[src/rtl/serial_sub_pkg.sv]
// rtl/serial_sub_pkg.sv - shared state encoding for the bit-serial subtractor
package serial_sub_pkg;

    localparam int STATE_W = 2;

    typedef enum logic [STATE_W-1:0] {
        ST_IDLE  = 2'd0,
        ST_SHIFT = 2'd1,
        ST_DONE  = 2'd2
    } state_t;

endpackage

[src/rtl/full_subtractor.sv]
// rtl/full_subtractor.sv - combinational one-bit full subtractor cell
//
// Ports:
//   x     minuend bit
//   y     subtrahend bit
//   b_in  borrow from the less significant bit
//   diff  x - y - b_in, modulo 2
//   b_out borrow into the next more significant bit
module full_subtractor (
    input  logic x,
    input  logic y,
    input  logic b_in,
    output logic diff,
    output logic b_out
);

    assign diff  = x ^ y ^ b_in;
    // Borrow when y beats x outright, or when x == y and a borrow is
    // already pending from below.
    assign b_out = (~x & y) | (~(x ^ y) & b_in);

endmodule

[src/rtl/serial_subtractor.sv]
// rtl/serial_subtractor.sv - bit-serial a - b, LSB first, with start/busy/done handshake
//
// Ports:
//   clk, rst_n   rising-edge clock, asynchronous active-low reset
//   start        launch request, honoured only while idle
//   a, b         operands, captured on the accepted start cycle
//   busy         high while an operation is in flight
//   done         one-cycle pulse when diff/borrow_out are updated
//   diff         (a - b) mod 2^WIDTH, held until the next result
//   borrow_out   1 iff a < b (unsigned), held with diff
module serial_subtractor
    import serial_sub_pkg::*;
#(
    parameter int WIDTH = 8
) (
    input  logic             clk,
    input  logic             rst_n,
    input  logic             start,
    input  logic [WIDTH-1:0] a,
    input  logic [WIDTH-1:0] b,
    output logic             busy,
    output logic             done,
    output logic [WIDTH-1:0] diff,
    output logic             borrow_out
);

    localparam int CNT_W = $clog2(WIDTH + 1);
    localparam logic [CNT_W-1:0] LAST_BIT = CNT_W'(WIDTH - 1);

    state_t           state_q, state_d;
    logic [WIDTH-1:0] sa_q, sa_d;
    logic [WIDTH-1:0] sb_q, sb_d;
    logic [WIDTH-1:0] res_q, res_d;
    logic             bq_q, bq_d;
    logic [CNT_W-1:0] count_q, count_d;
    logic [WIDTH-1:0] diff_q, diff_d;
    logic             borrow_out_q, borrow_out_d;
    logic             done_q, done_d;

    logic             d_bit;
    logic             bo_bit;

    full_subtractor u_cell (
        .x     (sa_q[0]),
        .y     (sb_q[0]),
        .b_in  (bq_q),
        .diff  (d_bit),
        .b_out (bo_bit)
    );

    always_comb begin
        state_d      = state_q;
        sa_d         = sa_q;
        sb_d         = sb_q;
        res_d        = res_q;
        bq_d         = bq_q;
        count_d      = count_q;
        diff_d       = diff_q;
        borrow_out_d = borrow_out_q;
        done_d       = 1'b0;

        case (state_q)
            ST_IDLE: begin
                if (start) begin
                    sa_d    = a;
                    sb_d    = b;
                    res_d   = '0;
                    bq_d    = 1'b0;
                    count_d = '0;
                    state_d = ST_SHIFT;
                end
            end
            ST_SHIFT: begin
                sa_d  = sa_q >> 1;
                sb_d  = sb_q >> 1;
                // Result bits enter at the MSB so that after WIDTH shifts the
                // first (LSB) difference bit has reached position 0.
                res_d = {d_bit, res_q[WIDTH-1:1]};
                bq_d  = bo_bit;
                if (count_q == LAST_BIT) begin
                    state_d = ST_DONE;
                end else begin
                    count_d = count_q + CNT_W'(1);
                end
            end
            ST_DONE: begin
                // bq_q now holds the borrow out of the MSB.
                diff_d       = res_q;
                borrow_out_d = bq_q;
                done_d       = 1'b1;
                state_d      = ST_IDLE;
            end
            default: begin
                state_d = ST_IDLE;
            end
        endcase
    end

    always_ff @(posedge clk or negedge rst_n) begin
        if (!rst_n) begin
            state_q      <= ST_IDLE;
            sa_q         <= '0;
            sb_q         <= '0;
            res_q        <= '0;
            bq_q         <= 1'b0;
            count_q      <= '0;
            diff_q       <= '0;
            borrow_out_q <= 1'b0;
            done_q       <= 1'b0;
        end else begin
            state_q      <= state_d;
            sa_q         <= sa_d;
            sb_q         <= sb_d;
            res_q        <= res_d;
            bq_q         <= bq_d;
            count_q      <= count_d;
            diff_q       <= diff_d;
            borrow_out_q <= borrow_out_d;
            done_q       <= done_d;
        end
    end

    assign busy       = (state_q == ST_SHIFT) || (state_q == ST_DONE);
    assign done       = done_q;
    assign diff       = diff_q;
    assign borrow_out = borrow_out_q;

endmodule
[config.mk]
export PLATFORM = sky130hd
export DESIGN_NAME = serial_subtractor
export DESIGN_NICKNAME = d
export VERILOG_FILES = /design/src/rtl/serial_sub_pkg.sv /design/src/rtl/full_subtractor.sv /design/src/rtl/serial_subtractor.sv
export SDC_FILE = /design/constraint.sdc
export NUM_CORES = 1
export LEC_CHECK = 0
export BUFFER_PORTS_ARGS = -buffer_cell sky130_fd_sc_hd__clkbuf_2
export CELL_PAD_IN_SITES_DETAIL_PLACEMENT = 1
export CELL_PAD_IN_SITES_GLOBAL_PLACEMENT = 2
export CORE_ASPECT_RATIO = 2
export CORE_UTILIZATION = 39
export CTS_BUF_LIST = sky130_fd_sc_hd__clkbuf_4 sky130_fd_sc_hd__clkbuf_8 sky130_fd_sc_hd__clkbuf_16
export DETAILED_ROUTE_END_ITERATION = 10
export HOLD_SLACK_MARGIN = 0.06
export PLACE_DENSITY_LB_ADDON = 0.1
export REMOVE_ABC_BUFFERS = 1
export SLEW_MARGIN = 40
export SYNTH_ARGS = -nofsm -noshare
export SYNTH_HDL_FRONTEND = slang
export SYNTH_SLANG_ARGS = --single-unit
[constraint.sdc]
create_clock -name clk -period 4.4 [get_ports clk]
set_input_delay 0.22 -clock clk [delete_from_list [all_inputs] [get_ports clk]]
set_output_delay 0.22 -clock clk [all_outputs]
set_load 0.05 [all_outputs]
; ---- Word level (Yosys, flattened, before mapping)
; Cells that the tools add are included.
[classes]
eq_ne = 6
bitwise_logic = 7
n_addsub = 1
mux = 15
reduce_logical = 6
[op_table]
columns = op, n
row1 = 8-bit one-hot mux with 2 select lines, 3
row2 = 8-bit two-way mux, 3
row3 = 4-bit two-way mux, 2
row4 = 4-bit one-hot mux with 2 select lines, 1
row5 = 2-bit inequality test (second input constant), 3
row6 = 4-bit by 1-bit adder with 4-bit output (second input constant), 1
row7 = 4-bit by 3-bit equality test with 1-bit output (second input constant), 1
row8 = 2-bit two-way mux, 2
row9 = 2-bit one-hot mux with 2 select lines, 1
row10 = 2-bit AND reduction, 2
row11 = 3-bit AND reduction, 1
row12 = 1-bit AND, 2
row13 = 2-bit by 1-bit equality test with 1-bit output (second input constant), 1
row14 = 2-bit equality test (second input constant), 1
row15 = 2-bit logical NOT, 1
row16 = 1-bit two-way mux, 2
row17 = 1-bit inverter, 2
row18 = 1-bit one-hot mux with 2 select lines, 1
row19 = 2-bit nonzero test, 1
row20 = 1-bit bitwise XOR, 2
row21 = 1-bit logical OR, 1
row22 = 1-bit OR, 1
[word_totals]
word_cells = 44
in_bits = 19
ff_bits = 41

; ---- Longest topological paths before layout
[depth]
ltp_word = 5
ltp_mapped = 7
depth_no_buf = 5

; ---- By module
; A second synthesis with hierarchy kept.
[hier_totals]
cells_unflattened = 170
area_unflattened_um2 = 1860.5
[modules_own_cells]
columns = module, n_inst, seq_area_each_um2, area_per_inst_um2, cells_per_inst
row1 = serial_subtractor, 1, 1026.0, 1829.3, 166
row2 = full_subtractor, 1, 0.0, 31.3, 4

; ---- Worst setup path after synthesis
; OpenSTA, ideal clock, no wires.
[synth_path]
path_type = register to register
from = register state_q[0]
to = register count_q[3]
required_ns = 4.276
arrival_ns = 1.473
stages_incl_launch_ff = 7
setup_slack_ns = 2.803
period_less_slack_ns = 1.597
path_cell_list = dfrtp_1 > inv_1 > ha_1 > buf_6 > mux2_4 > and2_4 > a211o_1
[synth_via]
elab_chain_len = 3
[synth_lines]
columns = element, line
row1 = start: declaration, serial_subtractor.sv:30  ; state_t state_q, state_d;
row2 = start signal: assignment, serial_subtractor.sv:111  ; state_q <= state_d;
row3 = 2-bit by 1-bit equality test with 1-bit output or 2-bit logical NOT (tied branches), serial_subtractor.sv:62  ; case (state_q)
row4 = 2-bit inequality test (no source line) or 2-bit nonzero test (tied branches), --
row5 = 3-bit AND reduction (no source line), --
row6 = end signal: assignment, serial_subtractor.sv:116  ; count_q <= count_d;
row7 = end: declaration, serial_subtractor.sv:35  ; logic [CNT_W-1:0] count_q, count_d;
; Several ways; a longest one is shown, not always the timed one.
; A chain may end at the register's enable or synchronous reset.

; ---- Final worst setup path
[layout_path]
from = register state_q[1]
to = register sb_q[5]
[layout_via]
elab_chain_len = 3
[layout_lines]
columns = element, line
row1 = 2-bit by 1-bit equality test with 1-bit output or 2-bit logical NOT (tied branches), serial_subtractor.sv:62
row2 = 2-bit nonzero test (no source line) or 2-bit inequality test (tied branches), --
row3 = 2-bit AND reduction (no source line), --
row4 = end signal: assignment, serial_subtractor.sv:103  ; sb_q <= '0;
row5 = end signal: assignment, serial_subtractor.sv:113  ; sb_q <= sb_d;
row6 = end: declaration, serial_subtractor.sv:32  ; logic [WIDTH-1:0] sb_q, sb_d;
; Several ways; a longest one is shown, not always the timed one.

==> summary by stage <==
Job
The max-cap check violation count is 0.

Critical path
The worst setup path is captured at a flop. The critical path goes through inv_1 -> ha_1 -> mux2i_4 -> buf_8 -> buf_6 -> nand2_1 -> o21ai_0. The kind of cell with the highest combined delay on the critical path is buffers and inverters. Of all nets on the critical path, the largest fanout is 18. The cell with the largest stage delay on the worst path is mux2i_4.

The critical path start-end classification is flop to flop. Data on the critical path is required at its endpoint by 4.61 ns. For the worst setup path, the data arrival time is 2.25 ns. The critical path contains buffers and inverters numbering 3 combined. The largest single stage delay on the critical path is 0.47 ns.

The worst setup path is launched from a flop.

Pwr
Summed over all cells, the static leakage comes to 0.00112 uW. The power after layout is 1480 uW. IR analysis of the VDD net gives a maximum drop of 0.317 mV. The total power density per cell area is 660 nW/um^2.

Placement
The placer's final routability congestion estimate is 0.675. The wire-length estimate of the detail-placed layout is 2830 um. During placement, the flow inserted port buffers numbering 29.

STA
The highest clock rate is 491 MHz. The number of setup violations in the final report is 0. Setup repair after global routing left no endpoint under its margin. The clock period could shrink to 2.04 ns. For the final routed database, the setup TNS stands at 0 ns.

Headroom to the max-slew limit came out at 61.5%. Across the routed clock network, the largest skew measured is 0.00390 ns. Dividing the final minimum period by the clock period gives 46.3%.

The count of final hold-check violations was 0. The max-slew violation total from the final report is 0. At the pin with the least slew margin, the transition time is 0.577 ns.

Routing
Dividing the detail-routed wire length by the instance count gives 15.3 um. The DRC violation count after routing is 0. Dividing the detail-routed via count by the number of cells gives 5.11. The routed wire length is 3900 um. The total vias in the final route is 1309.

The remaining antenna violation count after routing is 0. The first detailed-routing pass ran for 4 iterations. After the first detailed-routing iteration, the DRC count stood at 12.

Cells and area
The final layout contains 226 nets. The layout overhead on the synthesized area is 17.0%. Cells with a size suffix above 1 make up 28.4% of the layout. The leading cell type in the layout, fill and taps excluded is dfrtp_1.

In the layout the commonest cells are dfrtp_1 (41), nand2_1 (33), clkbuf_2 (28). The number of antenna diodes is 0.

Synth
After Yosys synthesis, full adders, half adders and majority gates account for 4.97% of the synthesized area. A synthesized cell averages 11.2 sq um. The netlist uses 29 different library cells.

The number of flops mapped to enable cells by yosys is 0. The async set-or-reset flop fraction in the synthesized netlist is 100%. The fraction of synthesized cell area in xor and xnor cells is 0%. The synthesized netlist devotes 9.29% of its cell area to compound gates. The dominant combinational cell family by area after synthesis is multiplexers. The number of standard cells after synthesis is 170. Yosys printed 0 warnings. The most used flip-flop cell after synthesis is dfrtp_1. The synthesis-stage register bit count is 41. The post-synthesis cell area is 1910 sq um. The synthesized netlist devotes 12.2% of its cell area to simple gates. The fraction of synthesized area in multiplexers is 16.2%.

The fraction of the yosys area taken by sequential cells is 53.7%.

GRT
The number of global-route vias before repair is 1384. The sum of overflow across all layers after global routing is 0. The first-pass GRT wire length is 6500 um. The initial antenna violation count came to 0. Entering global routing, the biggest net connects 42 pins.

The combined global-route utilization of all metal layers is 17.3%.

Clock network
CTS saw 41 sinks. The clock reaches the later pin of the worst-skew pair after 0.29 ns. The maximum level of the CTS H-tree is 2. The clock-pin transition on the worst setup and hold timing paths is 0.08 ns. The number of setup buffers added after CTS is 0. The CTS root buffer is clkbuf_8.

In this run, CTS created clock tree buffers numbering 5. In this run, post-CTS repair resized a total of 0 instances. TritonCTS built the clock tree. The longest clock path from root to sink contains 2 buffers.

Floorplanning
Measured along the x axis, the die boundary spans 51.5 um. The die is 101 um tall. The die covers 5200 sq um. The total area inside the core boundary comes to 4640 sq um.

The starting density of the core is 41.2%. 30 I/O pins were placed. The number of standard-cell rows in the floorplan is 35.

Worst hold path
The path type of the worst min-delay path is input pin to flop.

Run status
The run finished with clean final reports.
-- through the flow --
step                      util (%)  setup slack [ns]  hold slack, ns  area, sq um  instances
after floorplan                  -              2.29         -0.0756         1860        160
after CTS                     48.2              2.32           0.210         2240        256
after global routing          48.2              2.19           0.221         2240        256
final                         48.2              2.36           0.210         2240        256
after global placement        44.8              2.27           0.431         2080        245
after detailed placement      45.4              2.35           0.287         2110        247
-- logic make-up after synthesis --
kind of cell,count (synthesis)
compound gates,32
fa+ha+maj,7
buf+inv,14
flops,41
mux,28
simple gates,48
-- worst register-to-register path, cell delays in order (launching register included) --
cell and delay, ns:
dfrtp_1 0.39, inv_1 0.16, ha_1 0.40, mux2i_4 0.47, buf_8 0.21, buf_6 0.17, nand2_1 0.08, o21ai_0 0.08
-- repair_timing --
action / CTS / global route
hold buffers: 1 / 0
endpoints found under the hold margin: 41 / 0
endpoints found under the setup margin: 0 / 0
-- synthesized netlist by cell type, drive strengths merged, types with 2 or more instances --
master   n  area [sq um]
nand3    3          15.0
mux2i   17           183
nand2   33           124
buf      7          41.3
dfrtp   41          1030
clkbuf   3          13.8
nand2b   2          12.5
and2b    4          35.0
mux2    11           128
inv      4          15.0
o21ai   25           125
a31oi    2          12.5
ha       6          75.1
-- worst paths after layout --
| path | from | end | slack (ns) | depth (start not counted) |
|---|---|---|---|---|
| setup / recovery | state_q[1] | sb_q[5] | 2.36 | 7 |
| hold / removal | b[1] | sb_q[1] | 0.21 | 3 |
| setup reg to reg | state_q[1] | sb_q[5] | 2.36 | 7 |
| hold reg to reg | sa_q[3] | sa_q[3] | 0.49 | 2 |
| max in group asynchronous | rst_n | sb_q[3] | 3.53 | 2 |
| min in group asynchronous | rst_n | res_q[6] | 0.49 | 2 |
-- sequential cells by signal (all words and copies together), names as in the netlist, 2 cells and up --
name and flops:
state_q 2, count_q 4, diff 8, sa_q 8
sb_q 8, res_q 8
-- per-layer routing --
metal	up-vias	GRT usage, %	part of all wire, %
li1	636	-	-
met1	641	19.3	40
met2	27	30.7	56
met3	5	3.62	2.8
met4	0	7.48	1.8
met5	-	0	0
-- power by group --
group	internal, uW	switching, uW	total, uW	leakage, uW
sequential	497	80.5	578	0.000543
clock	191	130	322	0.0000619
combinational	242	337	578	0.000511
-- final cells by class --
type / count / area, sq um
fill: 535 / 2400
clock inverter: 1 / 30.0
tap: 55 / 68.8
clock buffer: 7 / 90.1
timing repair buffer: 33 / 191
multi-input combinational: 115 / 816
inverter: 4 / 15.0
sequential: 41 / 1030
No activity file was read; power rests on OpenSTA's default activity.
